==> config.mk <==
export PLATFORM = sky130hd
export DESIGN_NAME = csr_bank
export DESIGN_NICKNAME = d
export VERILOG_FILES = /design/src/rtl/csr_bank.sv
export SDC_FILE = /design/constraint.sdc
export NUM_CORES = 1
export LEC_CHECK = 0
export CAP_MARGIN = 20
export CORE_AREA = 2 2 261 263
export DETAILED_ROUTE_END_ITERATION = 16
export DIE_AREA = 0 0 263 265
export DONT_BUFFER_PORTS = 1
export PLACE_DENSITY = 0.59
export SLEW_MARGIN = 20
export SYNTH_ARGS = -nofsm -noshare
export SYNTH_HDL_FRONTEND = slang
export SYNTH_SLANG_ARGS = --single-unit
==> constraint.sdc <==
create_clock -name clk -period 4 [get_ports clk]
set_input_delay 0.6 -clock clk [delete_from_list [all_inputs] [get_ports clk]]
set_output_delay 0.6 -clock clk [all_outputs]
set_load 0.01 [all_outputs]
==> src/rtl/csr_bank.sv <==
`default_nettype none
// ============================================================================
//  Module      : csr_bank
//  Description : Parametrised control/status register bank for the video
//                pipeline. Byte-strobed writes, registered read port,
//                double-buffered RES_X/RES_Y committed on frame boundaries,
//                W1C interrupt status with mask, read-only frame counter and
//                decode-error flags.
//  Ports       : clk, resetn            - clock, synchronous active-low reset
//                write_en/addr/data/strb - write port (one write per cycle)
//                write_err              - pulse: write to unimplemented index
//                read_en/addr           - read request
//                read_data/valid/err    - registered read result (1 cycle)
//                frame_start            - frame boundary pulse
//                event_in               - per-source interrupt event pulses
//                irq                    - registered OR of status & mask
//                res_x, res_y           - active (committed) resolution
//                ctrl_enable            - CTRL[0]
//  Revision    : 1.0 - initial release
// ============================================================================
module csr_bank #(
    parameter int ADDR_WIDTH = 4,
    parameter int DATA_WIDTH = 32,
    parameter int NUM_REGS   = 16,
    parameter int NUM_IRQ    = 8,
    parameter int RES_X_RST  = 640,
    parameter int RES_Y_RST  = 480
) (
    input  logic                    clk,
    input  logic                    resetn,
    input  logic                    write_en,
    input  logic [ADDR_WIDTH-1:0]   write_addr,
    input  logic [DATA_WIDTH-1:0]   write_data,
    input  logic [DATA_WIDTH/8-1:0] write_strb,
    output logic                    write_err,
    input  logic                    read_en,
    input  logic [ADDR_WIDTH-1:0]   read_addr,
    output logic [DATA_WIDTH-1:0]   read_data,
    output logic                    read_valid,
    output logic                    read_err,
    input  logic                    frame_start,
    input  logic [NUM_IRQ-1:0]      event_in,
    output logic                    irq,
    output logic [DATA_WIDTH-1:0]   res_x,
    output logic [DATA_WIDTH-1:0]   res_y,
    output logic                    ctrl_enable
);

    localparam int NUM_LANES = DATA_WIDTH / 8;
    localparam int NUM_SLOTS = 2 ** ADDR_WIDTH;

    localparam logic [ADDR_WIDTH-1:0] c_addr_res_x      = ADDR_WIDTH'(0);
    localparam logic [ADDR_WIDTH-1:0] c_addr_res_y      = ADDR_WIDTH'(1);
    localparam logic [ADDR_WIDTH-1:0] c_addr_ctrl       = ADDR_WIDTH'(2);
    localparam logic [ADDR_WIDTH-1:0] c_addr_irq_status = ADDR_WIDTH'(3);
    localparam logic [ADDR_WIDTH-1:0] c_addr_irq_mask   = ADDR_WIDTH'(4);
    localparam logic [ADDR_WIDTH-1:0] c_addr_frame_cnt  = ADDR_WIDTH'(5);

    // ------------------------------------------------------------------
    // State
    // ------------------------------------------------------------------
    logic [DATA_WIDTH-1:0] r_shadow_x;
    logic [DATA_WIDTH-1:0] r_shadow_y;
    logic [DATA_WIDTH-1:0] r_res_x;
    logic [DATA_WIDTH-1:0] r_res_y;
    logic [DATA_WIDTH-1:0] r_ctrl;
    logic [NUM_IRQ-1:0]    r_irq_status;
    logic [NUM_IRQ-1:0]    r_irq_mask;
    logic [DATA_WIDTH-1:0] r_frame_cnt;
    // Indexed directly by the address so the read mux needs no offset
    // arithmetic; only slots 6..NUM_REGS-1 are ever written or read.
    logic [DATA_WIDTH-1:0] r_scratch [0:NUM_SLOTS-1];
    logic                  r_irq;
    logic                  r_write_err;
    logic                  r_read_valid;
    logic                  r_read_err;
    logic [DATA_WIDTH-1:0] r_read_data;

    logic [DATA_WIDTH-1:0] w_bytemask;
    logic                  w_wr_in_range;
    logic                  w_rd_in_range;
    logic                  w_wr_hit;
    logic [NUM_IRQ-1:0]    w_w1c;
    logic [NUM_IRQ-1:0]    w_status_next;
    logic [DATA_WIDTH-1:0] w_rd_mux;

    // ------------------------------------------------------------------
    // Write decode
    // ------------------------------------------------------------------
    for (genvar b = 0; b < NUM_LANES; b++) begin : g_lane
        assign w_bytemask[b*8 +: 8] = {8{write_strb[b]}};
    end

    assign w_wr_in_range = (32'(write_addr) < NUM_REGS);
    assign w_rd_in_range = (32'(read_addr)  < NUM_REGS);
    assign w_wr_hit      = write_en && w_wr_in_range;

    function automatic logic [DATA_WIDTH-1:0] f_merge(
        input logic [DATA_WIDTH-1:0] old_val,
        input logic [DATA_WIDTH-1:0] new_val,
        input logic [DATA_WIDTH-1:0] mask
    );
        return (old_val & ~mask) | (new_val & mask);
    endfunction

    // A new event on a bit overrides a simultaneous W1C of that bit.
    assign w_w1c = (w_wr_hit && (write_addr == c_addr_irq_status))
                 ? (write_data[NUM_IRQ-1:0] & w_bytemask[NUM_IRQ-1:0])
                 : '0;
    assign w_status_next = (r_irq_status & ~w_w1c) | event_in;

    // ------------------------------------------------------------------
    // Register file and pipeline-facing state
    // ------------------------------------------------------------------
    always_ff @(posedge clk) begin
        if (!resetn) begin
            r_shadow_x   <= DATA_WIDTH'(RES_X_RST);
            r_shadow_y   <= DATA_WIDTH'(RES_Y_RST);
            r_res_x      <= DATA_WIDTH'(RES_X_RST);
            r_res_y      <= DATA_WIDTH'(RES_Y_RST);
            r_ctrl       <= '0;
            r_irq_status <= '0;
            r_irq_mask   <= '0;
            r_frame_cnt  <= '0;
            r_irq        <= 1'b0;
        end else begin
            if (w_wr_hit) begin
                case (write_addr)
                    c_addr_res_x: r_shadow_x <= f_merge(r_shadow_x, write_data, w_bytemask);
                    c_addr_res_y: r_shadow_y <= f_merge(r_shadow_y, write_data, w_bytemask);
                    c_addr_ctrl:  r_ctrl     <= f_merge(r_ctrl, write_data, w_bytemask);
                    c_addr_irq_mask: r_irq_mask <=
                        (r_irq_mask & ~w_bytemask[NUM_IRQ-1:0]) |
                        (write_data[NUM_IRQ-1:0] & w_bytemask[NUM_IRQ-1:0]);
                    default: ;
                endcase
            end

            r_irq_status <= w_status_next;

            if (frame_start && r_ctrl[0]) begin
                r_frame_cnt <= r_frame_cnt + DATA_WIDTH'(1);
            end

            // Commit samples the pre-write shadow, so a shadow write landing
            // on a frame_start cycle is deferred to the following frame.
            if (!r_ctrl[0] || frame_start) begin
                r_res_x <= r_shadow_x;
                r_res_y <= r_shadow_y;
            end

            r_irq <= |(r_irq_status & r_irq_mask);
        end
    end

    for (genvar g = 6; g < NUM_REGS; g++) begin : g_scratch
        always_ff @(posedge clk) begin
            if (!resetn) begin
                r_scratch[g] <= '0;
            end else if (w_wr_hit && (write_addr == ADDR_WIDTH'(g))) begin
                r_scratch[g] <= f_merge(r_scratch[g], write_data, w_bytemask);
            end
        end
    end

    // ------------------------------------------------------------------
    // Read port
    // ------------------------------------------------------------------
    always_comb begin
        w_rd_mux = '0;
        if (w_rd_in_range) begin
            case (read_addr)
                c_addr_res_x:      w_rd_mux = r_shadow_x;
                c_addr_res_y:      w_rd_mux = r_shadow_y;
                c_addr_ctrl:       w_rd_mux = r_ctrl;
                c_addr_irq_status: w_rd_mux = DATA_WIDTH'(r_irq_status);
                c_addr_irq_mask:   w_rd_mux = DATA_WIDTH'(r_irq_mask);
                c_addr_frame_cnt:  w_rd_mux = r_frame_cnt;
                default:           w_rd_mux = r_scratch[read_addr];
            endcase
        end
    end

    always_ff @(posedge clk) begin
        if (!resetn) begin
            r_read_data  <= '0;
            r_read_valid <= 1'b0;
            r_read_err   <= 1'b0;
            r_write_err  <= 1'b0;
        end else begin
            r_read_valid <= read_en;
            r_read_err   <= read_en && !w_rd_in_range;
            r_write_err  <= write_en && !w_wr_in_range;
            if (read_en) begin
                r_read_data <= w_rd_mux;
            end
        end
    end

    assign write_err   = r_write_err;
    assign read_data   = r_read_data;
    assign read_valid  = r_read_valid;
    assign read_err    = r_read_err;
    assign irq         = r_irq;
    assign res_x       = r_res_x;
    assign res_y       = r_res_y;
    assign ctrl_enable = r_ctrl[0];

endmodule
`default_nettype wire
==> results of run 1 <==
per-stage QoR:
stage	hold WS, ns	instances	util	area, µm²	setup WS, ns
after floorplan	0.443	2510	-	26600	0.0847
final	0.0512	3320	0.436	29100	1.31
after detailed placement	0.466	3215	0.408	27300	0.846
after global placement	0.467	3214	0.408	27200	0.331
after global routing	0.0273	3320	0.436	29100	1.35
after CTS	0.0249	3320	0.436	29100	1.50
layout make-up:
type,count,area [µm²]
fill,6261,37700
sequential,562,14500
multi-input combinational,1733,11400
clock buffer,73,1600
tap,873,1090
clock inverter,32,250
timing repair buffer,28,223
inverter,19,76.3
layout by cell type, fill, tap and decap left out, types with 7 or more instances in the layout:
master	instances
sky130_fd_sc_hd__nor2_1	121
sky130_fd_sc_hd__a222oi_1	10
sky130_fd_sc_hd__clkinv_2	13
sky130_fd_sc_hd__or4_1	14
sky130_fd_sc_hd__dfxtp_1	242
sky130_fd_sc_hd__nand3_1	33
sky130_fd_sc_hd__or3_1	8
sky130_fd_sc_hd__o22ai_1	13
sky130_fd_sc_hd__nand2b_1	330
sky130_fd_sc_hd__mux2_2	40
sky130_fd_sc_hd__and3_1	12
sky130_fd_sc_hd__a22o_1	10
sky130_fd_sc_hd__clkinv_1	9
sky130_fd_sc_hd__clkbuf_1	9
sky130_fd_sc_hd__a211oi_1	13
sky130_fd_sc_hd__o31ai_1	14
sky130_fd_sc_hd__edfxtp_1	320
sky130_fd_sc_hd__a22oi_1	15
sky130_fd_sc_hd__mux4_2	51
sky130_fd_sc_hd__nor2b_1	21
sky130_fd_sc_hd__a221oi_1	11
sky130_fd_sc_hd__clkbuf_16	61
sky130_fd_sc_hd__buf_4	27
sky130_fd_sc_hd__a21oi_1	435
sky130_fd_sc_hd__nand2_1	238
sky130_fd_sc_hd__a32o_1	8
sky130_fd_sc_hd__mux2i_1	142
sky130_fd_sc_hd__a21o_1	13
sky130_fd_sc_hd__o21ai_4	10
sky130_fd_sc_hd__inv_1	17
sky130_fd_sc_hd__nand4_1	8
sky130_fd_sc_hd__nor4_1	7
sky130_fd_sc_hd__o21ai_0	46
sky130_fd_sc_hd__o211ai_1	13
cell families after synthesis:
logic type / Yosys count / synth area share
buffers and inverters: 215 / 0.0331
and+or+nand+nor: 841 / 0.166
adders and majority gates: 1 / 0.000470
other: 1 / 0.000141
muxes: 233 / 0.114
DFF: 562 / 0.543
AOI/OAI and AO/OA: 648 / 0.141
xor gates and xnor gates: 8 / 0.00263
power groups by stage:
stage               sequential [W]  combinational [W]  clock, W
floorplan                  0.00649           0.000625         0
global placement           0.00653           0.000751         0
detailed placement         0.00653           0.000757         0
CTS                        0.00641           0.000761   0.00544
global route               0.00643           0.000818   0.00564
finish                     0.00641           0.000768   0.00535
worst max-delay path, cell delays in order:
cell and delay (ns):
sky130_fd_sc_hd__nor2_1 0.80, sky130_fd_sc_hd__nand2_1 0.34, sky130_fd_sc_hd__o21ai_4 0.81, sky130_fd_sc_hd__buf_4 0.42
metal layers:
metal  vias to the layer above  global-route usage
li1                       8883                   -
met5                         -                   0
met4                         2              0.0693
met1                      9919               0.318
met2                       844               0.378
met3                       126              0.0403
final timing paths:
| kind | start | to | cells after the start |
|---|---|---|---|
| setup / recovery | write_addr[1] | r_scratch[12][6] | 4 |
| hold / removal | resetn | register | 1 |
| setup reg to reg | register | r_frame_cnt[15] | 4 |
| hold reg to reg | register | res_y[23] | 2 |
==> impl_metrics.tcl, run 1 <==
set metrics [dict create \
    cts.path.max_buffers 3 \
    yosys_register_bits 562 \
    die_area_um2 69700 \
    rows 95 \
    drive_above_1_share 0.101 \
    clock_tree_from_tritoncts "yes" \
    cts_post_setup_buffers_inserted 0 \
    hold_path_class "input pin to register" \
    worst_setup_path_end_kind "register" \
    hpwl_after_detailed_placement_mm 53.8 \
    switching_share 0.234 \
    pin_count 158 \
    die_h_um 265 \
    cts-resized-gates 0 \
    syn_inst 2509 \
    final-max-slew-violation-count 0 \
    grt_pass1_wl_mm 125 \
    core_outline_area_um2 66800 \
    p_seq_frac 0.512 \
    highest_metal_used "met5" \
    antenna_left 0 \
    netlist.area_leader.share 0.361 \
    synth.area.top_cells "sky130_fd_sc_hd__edfxtp_1, sky130_fd_sc_hd__dfxtp_1, sky130_fd_sc_hd__a21oi_1, sky130_fd_sc_hd__nand2b_1, sky130_fd_sc_hd__mux2i_1" \
    floorplan.initialDensity 0.398 \
    grt_usage 0.233 \
    final.setup_skew_ns 0.0231 \
    worst_path_fanout_max 17 \
    synth-edff-count 320 \
    initial_drt_pass_iterations 7 \
    antenna_diode_instance_count 0 \
    detail_route.wl_per_cell_um 25.0 \
    tns_ns 0 \
    syn_to_final_growth_pct 9.45 \
    place_congestion 0.895 \
    startpoint_type "input pin" \
    cts_inserted_buffers 58 \
    synth-seq-area-share 0.543 \
    route.met3.wl_mm 6.43 \
    leakagePower_nw 10.4 \
    final_nets 2460 \
    mappedNetlistArea_um2 26600 \
    initial_drt_markers 2091 \
    synth_area_per_cell_um2 10.6 \
    wl_met1_mm 35.4 \
    yosys.cell_types.count 72 \
    via_count 19800 \
    met2RoutedLength_mm 38.8 \
    report.final.hold_viol_count 0 \
    switchingPower_w 0.00293 \
    synth-async-reset-ratio 0 \
    timing.reg2reg.setup_slack_ns 1.61 \
    timing.slew.headroom 0.167 \
    max-vdd-ir-drop_uv 326 \
    number_of_drc_violations_after_detailed_routing 0 \
    timing.critical_path.required_ns 4.29 \
    placement.io_buffers 0 \
    fmax_mhz 371 \
    synthFlopType "sky130_fd_sc_hd__edfxtp_1" \
    internal_power_w 0.00960 \
    yosys.area.top_type "sky130_fd_sc_hd__edfxtp_1" \
    clock_sinks 562 \
    htree_levels 2 \
    rsz_0062_raised_after_global_routing "false" \
    max_cap_violations 0 \
    setup-violations-final 0 \
    power.share.combinational 0.061 \
    grt_max_degree 171 \
    power.clock.fraction 0.427 \
    yosysMostFrequentCell "sky130_fd_sc_hd__a21oi_1" \
    antenna_found_initial 1 \
    postRouteWirelength_mm 83.0 \
    route.detailed.vias_per_inst 5.96 \
    total_power_w 0.0125 \
    yosysWarningCount 0 \
    clk_transition_reported_paths_ns 0.06 \
    grt_pass1_vias 19100 \
    setup.worst_path.class "input pin to register" \
    outcome "completed" \
    timing.critical_path.arrival_ns 2.99 \
    tightestPinTransition_ns 1.25 \
    postCtsHoldBufs 0 \
    period_needed_ns 2.69 \
    die_width_um 263 \
    insertion_delay_ns 0.63 \
    synth.top_cells.by_count "sky130_fd_sc_hd__a21oi_1, sky130_fd_sc_hd__nand2b_1, sky130_fd_sc_hd__edfxtp_1" \
    grt_overflow_total 0 \
    fin_crit_sh 0.673 \
    clockRootBuffer "sky130_fd_sc_hd__clkbuf_16" \
    pwr_density_cell_nw_per_um2 430 \
]
Power figures use the tool's default switching activity.
==> run 2, diff against run 1 <==
Clock period 4 ns to 2.3 ns, I/O delays scaled along.
==> impl_metrics.tcl, run 2 (synthesis results as in run 1) <==
set metrics [dict create \
    hpwl_after_detailed_placement_mm 53.4 \
    via_count 20200 \
    report.final.hold_viol_count 0 \
    grt_pass1_vias 19400 \
    total_power_w 0.0220 \
    floorplan.initialDensity 0.398 \
    internal_power_w 0.0169 \
    max_cap_violations 0 \
    reg2regPathDepth 5 \
    fmax_mhz 469 \
    die_area_um2 69700 \
    clock_tree_from_tritoncts "yes" \
    route.detailed.vias_per_inst 5.96 \
    initial_drt_markers 2105 \
    outcome "completed" \
    grt_usage 0.240 \
    initial_drt_pass_iterations 7 \
    p_seq_frac 0.506 \
    tightestPinTransition_ns 1.03 \
    grt_overflow_total 0 \
    cts_inserted_buffers 56 \
    syn_to_final_growth_pct 12.7 \
    switching_share 0.232 \
    insertion_delay_ns 0.62 \
    setup-violations-final 0 \
    pwr_density_cell_nw_per_um2 735 \
    max-vdd-ir-drop_uv 604 \
    die_h_um 265 \
    power.clock.fraction 0.425 \
    fin_crit_sh 0.927 \
    clock_sinks 562 \
    clockRootBuffer "sky130_fd_sc_hd__clkbuf_16" \
    rsz_0062_raised_after_global_routing "false" \
    layout_common_cells "sky130_fd_sc_hd__a21oi_1, sky130_fd_sc_hd__nand2b_1, sky130_fd_sc_hd__edfxtp_1" \
    timing.critical_path.arrival_ns 2.66 \
    worst_path_fanout_max 21 \
    grt_pass1_wl_mm 128 \
    most_common_cell_after_layout_fill_and_taps_aside "sky130_fd_sc_hd__a21oi_1" \
    drive_above_1_share 0.106 \
    grt_max_degree 191 \
    cts.path.max_buffers 3 \
    worst_setup_path_end_kind "register" \
    clk_transition_reported_paths_ns 0.06 \
    place_congestion 0.925 \
    final.setup_skew_ns 0.0175 \
    leakagePower_nw 10.8 \
    detail_route.wl_per_cell_um 25.3 \
    startpoint_type "register" \
    timing.final.ws_setup_ns 0.167 \
    timing.critical_path.required_ns 2.83 \
    postRouteWirelength_mm 85.8 \
    pre_cts_slack_ns 0.189 \
    final-max-slew-violation-count 0 \
    number_of_drc_violations_after_detailed_routing 0 \
    switchingPower_w 0.00511 \
    rows 95 \
    pin_count 158 \
    htree_levels 2 \
    final_nets 2536 \
    cts-resized-gates 0 \
    setup.worst_path.class "register to register" \
    antenna_diode_instance_count 0 \
    die_width_um 263 \
    hold_path_class "input pin to register" \
    whs_path_depth 2 \
    finish.utilization 0.449 \
    core_outline_area_um2 66800 \
    final.hold.worst_slack_ns 0.0318 \
    antenna_left 0 \
    power.share.combinational 0.069 \
    period_needed_ns 2.13 \
    tns_ns 0 \
    placement.io_buffers 0 \
    timing.slew.headroom 0.316 \
    antenna_found_initial 3 \
]
-- run 2: changes by cell type in the layout (fill, tap and decap cells not counted), moves of 4 or more --
cell                            previous run  this run
sky130_fd_sc_hd__clkinv_2                 13         7
sky130_fd_sc_hd__clkbuf_1                  9        14
sky130_fd_sc_hd__clkbuf_16                61        57
sky130_fd_sc_hd__clkinv_1                  9         0
sky130_fd_sc_hd__buf_4                    27        40
sky130_fd_sc_hd__buf_12                    1        13
sky130_fd_sc_hd__clkbuf_8                  3        19
sky130_fd_sc_hd__dlygate4sd3_1             0        53
-- run 2: critical path: stages (launching register included) --
cell and delay, ns:
sky130_fd_sc_hd__dfxtp_1 0.38, sky130_fd_sc_hd__ha_1 0.18, sky130_fd_sc_hd__nand3_2 0.14, sky130_fd_sc_hd__or4_4 0.65, sky130_fd_sc_hd__or4_1 0.53, sky130_fd_sc_hd__a21oi_1 0.16
-- run 2: path summary, 6_finish.rpt --
kind,start,to,slack [ns]
worst max register to register,r_frame_cnt[0],r_frame_cnt[28],0.17
worst min register to register,register,res_x[5],0.48
worst max-delay path,r_frame_cnt[0],r_frame_cnt[28],0.17
worst min-delay path,write_strb[2],r_scratch[9][18],0.03
-- run 2: power by group through the flow --
stage	Sequential (W)	Clock (W)	Combinational [W]
5_1_grt	0.0112	0.00981	0.00160
3_3_place_gp	0.0113	0	0.00135
6_report	0.0111	0.00936	0.00151
2_1_floorplan	0.0113	0	0.00109
3_5_place_dp	0.0114	0	0.00136
4_1_cts	0.0111	0.00948	0.00149
-- run 2: cell type report --
class	instances	area, µm²
fillers	6200	36800
flip-flops and latches	562	14500
multi-input cells	1733	11400
clock buffers	90	1740
well taps	873	1090
repair buffers	106	1090
clock inverters	11	113
inverters	19	76.3
-- run 2: per-stage QoR --
stage,instances,cell area [µm²]
CTS,3394,30000
finish,3394,30000
global placement,3239,27600
detailed placement,3239,27600
global route,3394,30000
floorplan,2510,26600
-- run 2: timing repair --
action                                 4_1_cts  5_1_grt
hold buffers                                54        0
buffers inserted                             0        0
endpoints found under the hold margin      141        0
-- run 2: per-layer routing --
layer / part of all wire / vias up / GRT usage
met5: 0.00020 / - / 0
met4: 0.030 / 2 / 0.0729
met3: 0.087 / 162 / 0.0465
met2: 0.47 / 945 / 0.391
met1: 0.42 / 10100 / 0.324
li1: - / 9037 / -
==> run 3, diff against run 2 <==
Settings changed: CORE_AREA 2 2 261 263 to 2 2 368 188, DIE_AREA 0 0 263 265 to 0 0 370 190.
==> impl_metrics.tcl, run 3 (synthesis results as in run 1) <==
set metrics [dict create \
    outcome "completed" \
    startpoint_type "register" \
    detailed_place.area_um2 27800 \
    timing.critical_path.cells "nand4_1, buf_4, or4b_4, or4_2, a21oi_1" \
    insertion_delay_ns 0.61 \
    grt_pass1_wl_mm 130 \
    timing.slew.headroom 0.290 \
    finish.utilization 0.443 \
    die_area_um2 70300 \
    final_nets 2552 \
    postRouteWirelength_mm 89.9 \
    max-vdd-ir-drop_uv 480 \
    die_width_um 370 \
    timing.critical_path.arrival_ns 2.81 \
    max_cap_violations 0 \
    placement.io_buffers 0 \
    report.final.hold_viol_count 0 \
    setup.worst_path.class "register to register" \
    clk_transition_reported_paths_ns 0.07 \
    timing.critical_path.required_ns 2.82 \
    cpLargestDelayFamily "simple AND/OR/NAND/NOR gates" \
    grt_max_degree 198 \
    floorplan.initialDensity 0.393 \
    fmax_mhz 436 \
    worst_path_fanout_max 16 \
    fin_crit_sh 0.997 \
    grt_pass1_vias 19600 \
    total_power_w 0.0213 \
    gr_util_met2 0.343 \
    detail_route.wl_per_cell_um 26.1 \
    pwr_density_cell_nw_per_um2 712 \
    worstSetupPathDepth 5 \
    worst_path_largest_cell_delay_ns 0.64 \
    critical_path.slowest_cell "sky130_fd_sc_hd__or4b_4" \
    initial_drt_pass_iterations 6 \
    antenna_left 0 \
    final-max-slew-violation-count 0 \
    worst_setup_path_end_kind "register" \
    initial_drt_markers 2811 \
    rows 68 \
    most_common_cell_after_layout_fill_and_taps_aside "sky130_fd_sc_hd__a21oi_1" \
    cts_inserted_buffers 49 \
    clockRootBuffer "sky130_fd_sc_hd__clkbuf_16" \
    clock_tree_from_tritoncts "yes" \
    grt.met3_usage 0.0724 \
    die_h_um 190 \
    clock_sinks 562 \
    hold_path.startpoint "read_en" \
    reg2regPathDepth 5 \
    regToRegStartpoint "r_frame_cnt[5]" \
    number_of_drc_violations_after_detailed_routing 0 \
    globalRoute.busiestLayer "met1" \
    leakagePower_nw 10.7 \
    core_outline_area_um2 67600 \
    route.detailed.vias_per_inst 6.03 \
    antenna_found_initial 4 \
    regToRegEndpoint "r_frame_cnt[15]" \
    worst_hold_path.endpoint "read_data[7]" \
    place_congestion 0.921 \
    hold_path_class "input pin to register" \
    tns_ns 0 \
    final.setup_skew_ns 0.0298 \
    hpwl_after_detailed_placement_mm 59.7 \
    grt_overflow_total 0 \
    timing.reg2reg.setup_slack_ns 0.006 \
    syn_to_final_growth_pct 12.6 \
    timing.critical_path.buf_inv 1 \
    tightestPinTransition_ns 1.06 \
    drive_above_1_share 0.114 \
    htree_levels 2 \
    whs_path_depth 2 \
    met1_demand_to_capacity_share_in_global_routing 0.376 \
    grt_usage 0.247 \
    final_design_area_no_fill_um2 29900 \
    cts.path.max_buffers 3 \
    setup-violations-final 0 \
    pin_count 158 \
    period_needed_ns 2.29 \
    via_count 20800 \
    layout_common_cells "sky130_fd_sc_hd__a21oi_1, sky130_fd_sc_hd__nand2b_1, sky130_fd_sc_hd__edfxtp_1" \
]
-- run 3: cell type report --
cell class | count | area [µm²]
Antenna cell | 7 | 17.5
Clock buffer | 71 | 1440
Clock inverter | 17 | 176
Fill cell | 6361 | 37700
Inverter | 19 | 76.3
Multi-Input combinational cell | 1735 | 11500
Sequential cell | 562 | 14500
Tap cell | 910 | 1140
Timing Repair Buffer | 127 | 1180
-- run 3: power by group --
part | total, W | internal (W) | switching [W]
registers | 0.0111 | 0.0109 | 0.000235
clock network | 0.00864 | 0.00469 | 0.00395
logic | 0.00152 | 0.000625 | 0.000893
-- run 3: how the worst max path moves through the flow --
stage | from | slack, ns | endpoint
floorplan | write_addr[0] | -0.50 | r_scratch[12][0]
global placement | r_frame_cnt[15] | 0.15 | r_frame_cnt[25]
detailed placement | r_frame_cnt[14] | 0.07 | r_frame_cnt[29]
CTS | r_frame_cnt[14] | 0.05 | r_frame_cnt[23]
global route | r_frame_cnt[5] | -0.02 | r_frame_cnt[15]
finish | r_frame_cnt[5] | 0.006 | r_frame_cnt[15]
-- run 3: metrics by stage --
| stage | hold slack (ns) | worst slack [ns] | cells |
|---|---|---|---|
| after floorplan | 0.443 | -0.501 | 2510 |
| after global placement | 0.417 | 0.145 | 3302 |
| after detailed placement | 0.424 | 0.0689 | 3302 |
| after CTS | 0.00102 | 0.0527 | 3437 |
| after global routing | 0.0234 | -0.0193 | 3443 |
| final | 0.0182 | 0.00606 | 3448 |
-- run 3: timing repair --
item,4_1_cts,5_1_grt
buffers inserted,0,2
endpoints found under the hold margin,134,0
hold buffers,47,0
endpoints found under the setup margin,0,10
gates resized for setup,0,10
-- run 3: layer usage --
metal	part of all wire	vias up	wire, µm
met1	0.45	10500	40800
met3	0.12	113	10800
li1	-	9094	-
met5	0.00030	-	27
met4	0.019	4	1720
met2	0.41	1116	36500
==> RTL change, RTL diff (settings of run 2) <==
The output `write_err` loses its register stage (`r_write_err` becomes a continuous assignment).
--- a/src/rtl/csr_bank.sv
+++ b/src/rtl/csr_bank.sv
@@ -187,9 +187,7 @@
             r_read_valid <= 1'b0;
             r_read_err   <= 1'b0;
-            r_write_err  <= 1'b0;
         end else begin
             r_read_valid <= read_en;
             r_read_err   <= read_en && !w_rd_in_range;
-            r_write_err  <= write_en && !w_wr_in_range;
             if (read_en) begin
                 r_read_data <= w_rd_mux;
@@ -197,4 +195,6 @@
         end
     end
+
+    assign r_write_err = write_en && !w_wr_in_range;
 
     assign write_err   = r_write_err;
Function: not settled (the Yosys comparison gave no result); the edit may change what the design does.
==> RTL change against run 2 <==
  * Cell count about the same
  * Critical path type unchanged
  * Combinational power down 3%
  * Via count down 1.6%
  * Sequential cell count unchanged
  * Setup slack worse by 46 ps
  * Largest cell class unchanged
  * Final area grew 0.82%
  * First-iteration DRC count is 9.9% lower
  * Synthesized area barely moved
  * Total power increased by 2.1%
  * Critical endpoint is now r_frame_cnt[26]$_SDFFE_PN0P_
  * Routed wire length decreased by 3.6%
==> RTL change: results (changes against run 2) <==
metric,value,unit,change
nFlopsAndLatches,562,,unchanged
synth.avg_cell_area,10.7,sq um,was 10.6 sq um
buffer_area_share,3.94,%,was 3.64%
drt_pass1_iterations,6,,was 7
dp.final_hpwl,50600,microns,was 53400 microns
synth_fa_ha_area_share,0.0470,%,about the same
yosysUniqueCellTypes,70,,was 72
multi_input_gates,1707,,was 1733
numCtsBuffers,58,,was 56
synth_area_leaders,"edfxtp_1 36%, dfxtp_1 18%, a21oi_1 8.0%",,"was edfxtp_1 36%, dfxtp_1 18%, a21oi_1 8.2%"
max-vdd-ir-drop,0.625,mV,was 0.604 mV
grt_pass1_vias,19400,,about the same
finalNonFillerCells,3392,,was 3394
muxShareOfSynthArea,12.1,%,was 11.4%
buffers,120,,was 106
seq_area,14500,sq um,unchanged
dp_slack,157,ps,was 189 ps
seq_area_frac_synth,54.3,%,about the same
synthXorXnorAreaFrac,0.263,%,about the same
multi_input_area,11400,sq um,about the same
n_all_inverters,21,,was 19
viasPerCell,5.87,,was 5.96
status,"complete, no violations",,unchanged
grt_max_degree,195,,was 191
grt_pass1_wl,125000,microns,was 128000 microns
fill_cells,6244,,was 6200
slew-limit-headroom,26.1,%,was 31.6%
design_area,30200,sq um,was 30000 sq um
worstPathArrival,2720,ps,was 2660 ps
netlist_top_cells_count,"427 x a21oi_1, 333 x nand2b_1, 320 x edfxtp_1",,"was 435 x a21oi_1, 330 x nand2b_1, 320 x edfxtp_1"
fin_util,45.2,%,was 44.9%
n_clock_buffer,72,,was 90
synth_compound_area_share,13.5,%,was 14.1%
skew,25.9,ps,was 17.5 ps
routedWlPerCell,24.4,microns,was 25.3 microns
leakage,10.9,nW,was 10.8 nW
## RTL change: cell count changes in the layout (fill, tap and decap cells not counted), moves of 14 or more
cell      before  now
clkbuf_8      19    1
mux2_2        40   57
nand2_1      240  226
o221ai_1       3   17
## RTL change: cell families after synthesis
kind of cell,Yosys count
simple gates,824
compound gates,620
flops,562
mux,252
buf+inv,216
xor+xnor,8
fa+ha+maj,1
other cells,1
## RTL change: path summary, 6_finish.rpt
check	from	endpoint	slack (ps)	cells after the start
max reg2reg	r_frame_cnt[0]$_SDFFE_PN0P_	r_frame_cnt[26]$_SDFFE_PN0P_	120	5
min reg2reg	flop	res_y[24]$_SDFFE_PN0P_	470	2
min	frame_start	r_frame_cnt[2]$_SDFFE_PN0P_	20	3
max	r_frame_cnt[0]$_SDFFE_PN0P_	r_frame_cnt[26]$_SDFFE_PN0P_	120	5
## RTL change: layer usage
layer	vias up	track usage, %	part of all wire, %	wire (microns)
met5	-	0	0.066	55
met4	8	6.32	2.4	1990
met3	122	3.69	7.3	6000
met2	813	38.7	48	39600
met1	9923	31.6	42	35000
li1	9035	-	-	-
## RTL change: where the power goes
| group | switching, mW | leakage, nW | internal, mW | total, mW |
|---|---|---|---|---|
| Sequential | 0.222 | 5.27 | 10.9 | 11.1 |
| Clock | 4.07 | 0.958 | 5.81 | 9.88 |
| Combinational | 0.837 | 4.64 | 0.626 | 1.46 |
| Total | 5.13 | 10.9 | 17.3 | 22.5 |
## RTL change: worst max-delay path, stage by stage (launching register included)
cell	delay [ps]
dfxtp_1	400
ha_1	190
nand3_2	140
or4_4	650
or4_1	550
a21oi_1	150
## RTL change: what timing repair did
item | CTS | global route
endpoints found under the hold margin | 140 | 0
hold buffers | 57 | 0
resized for setup | 0 | 0
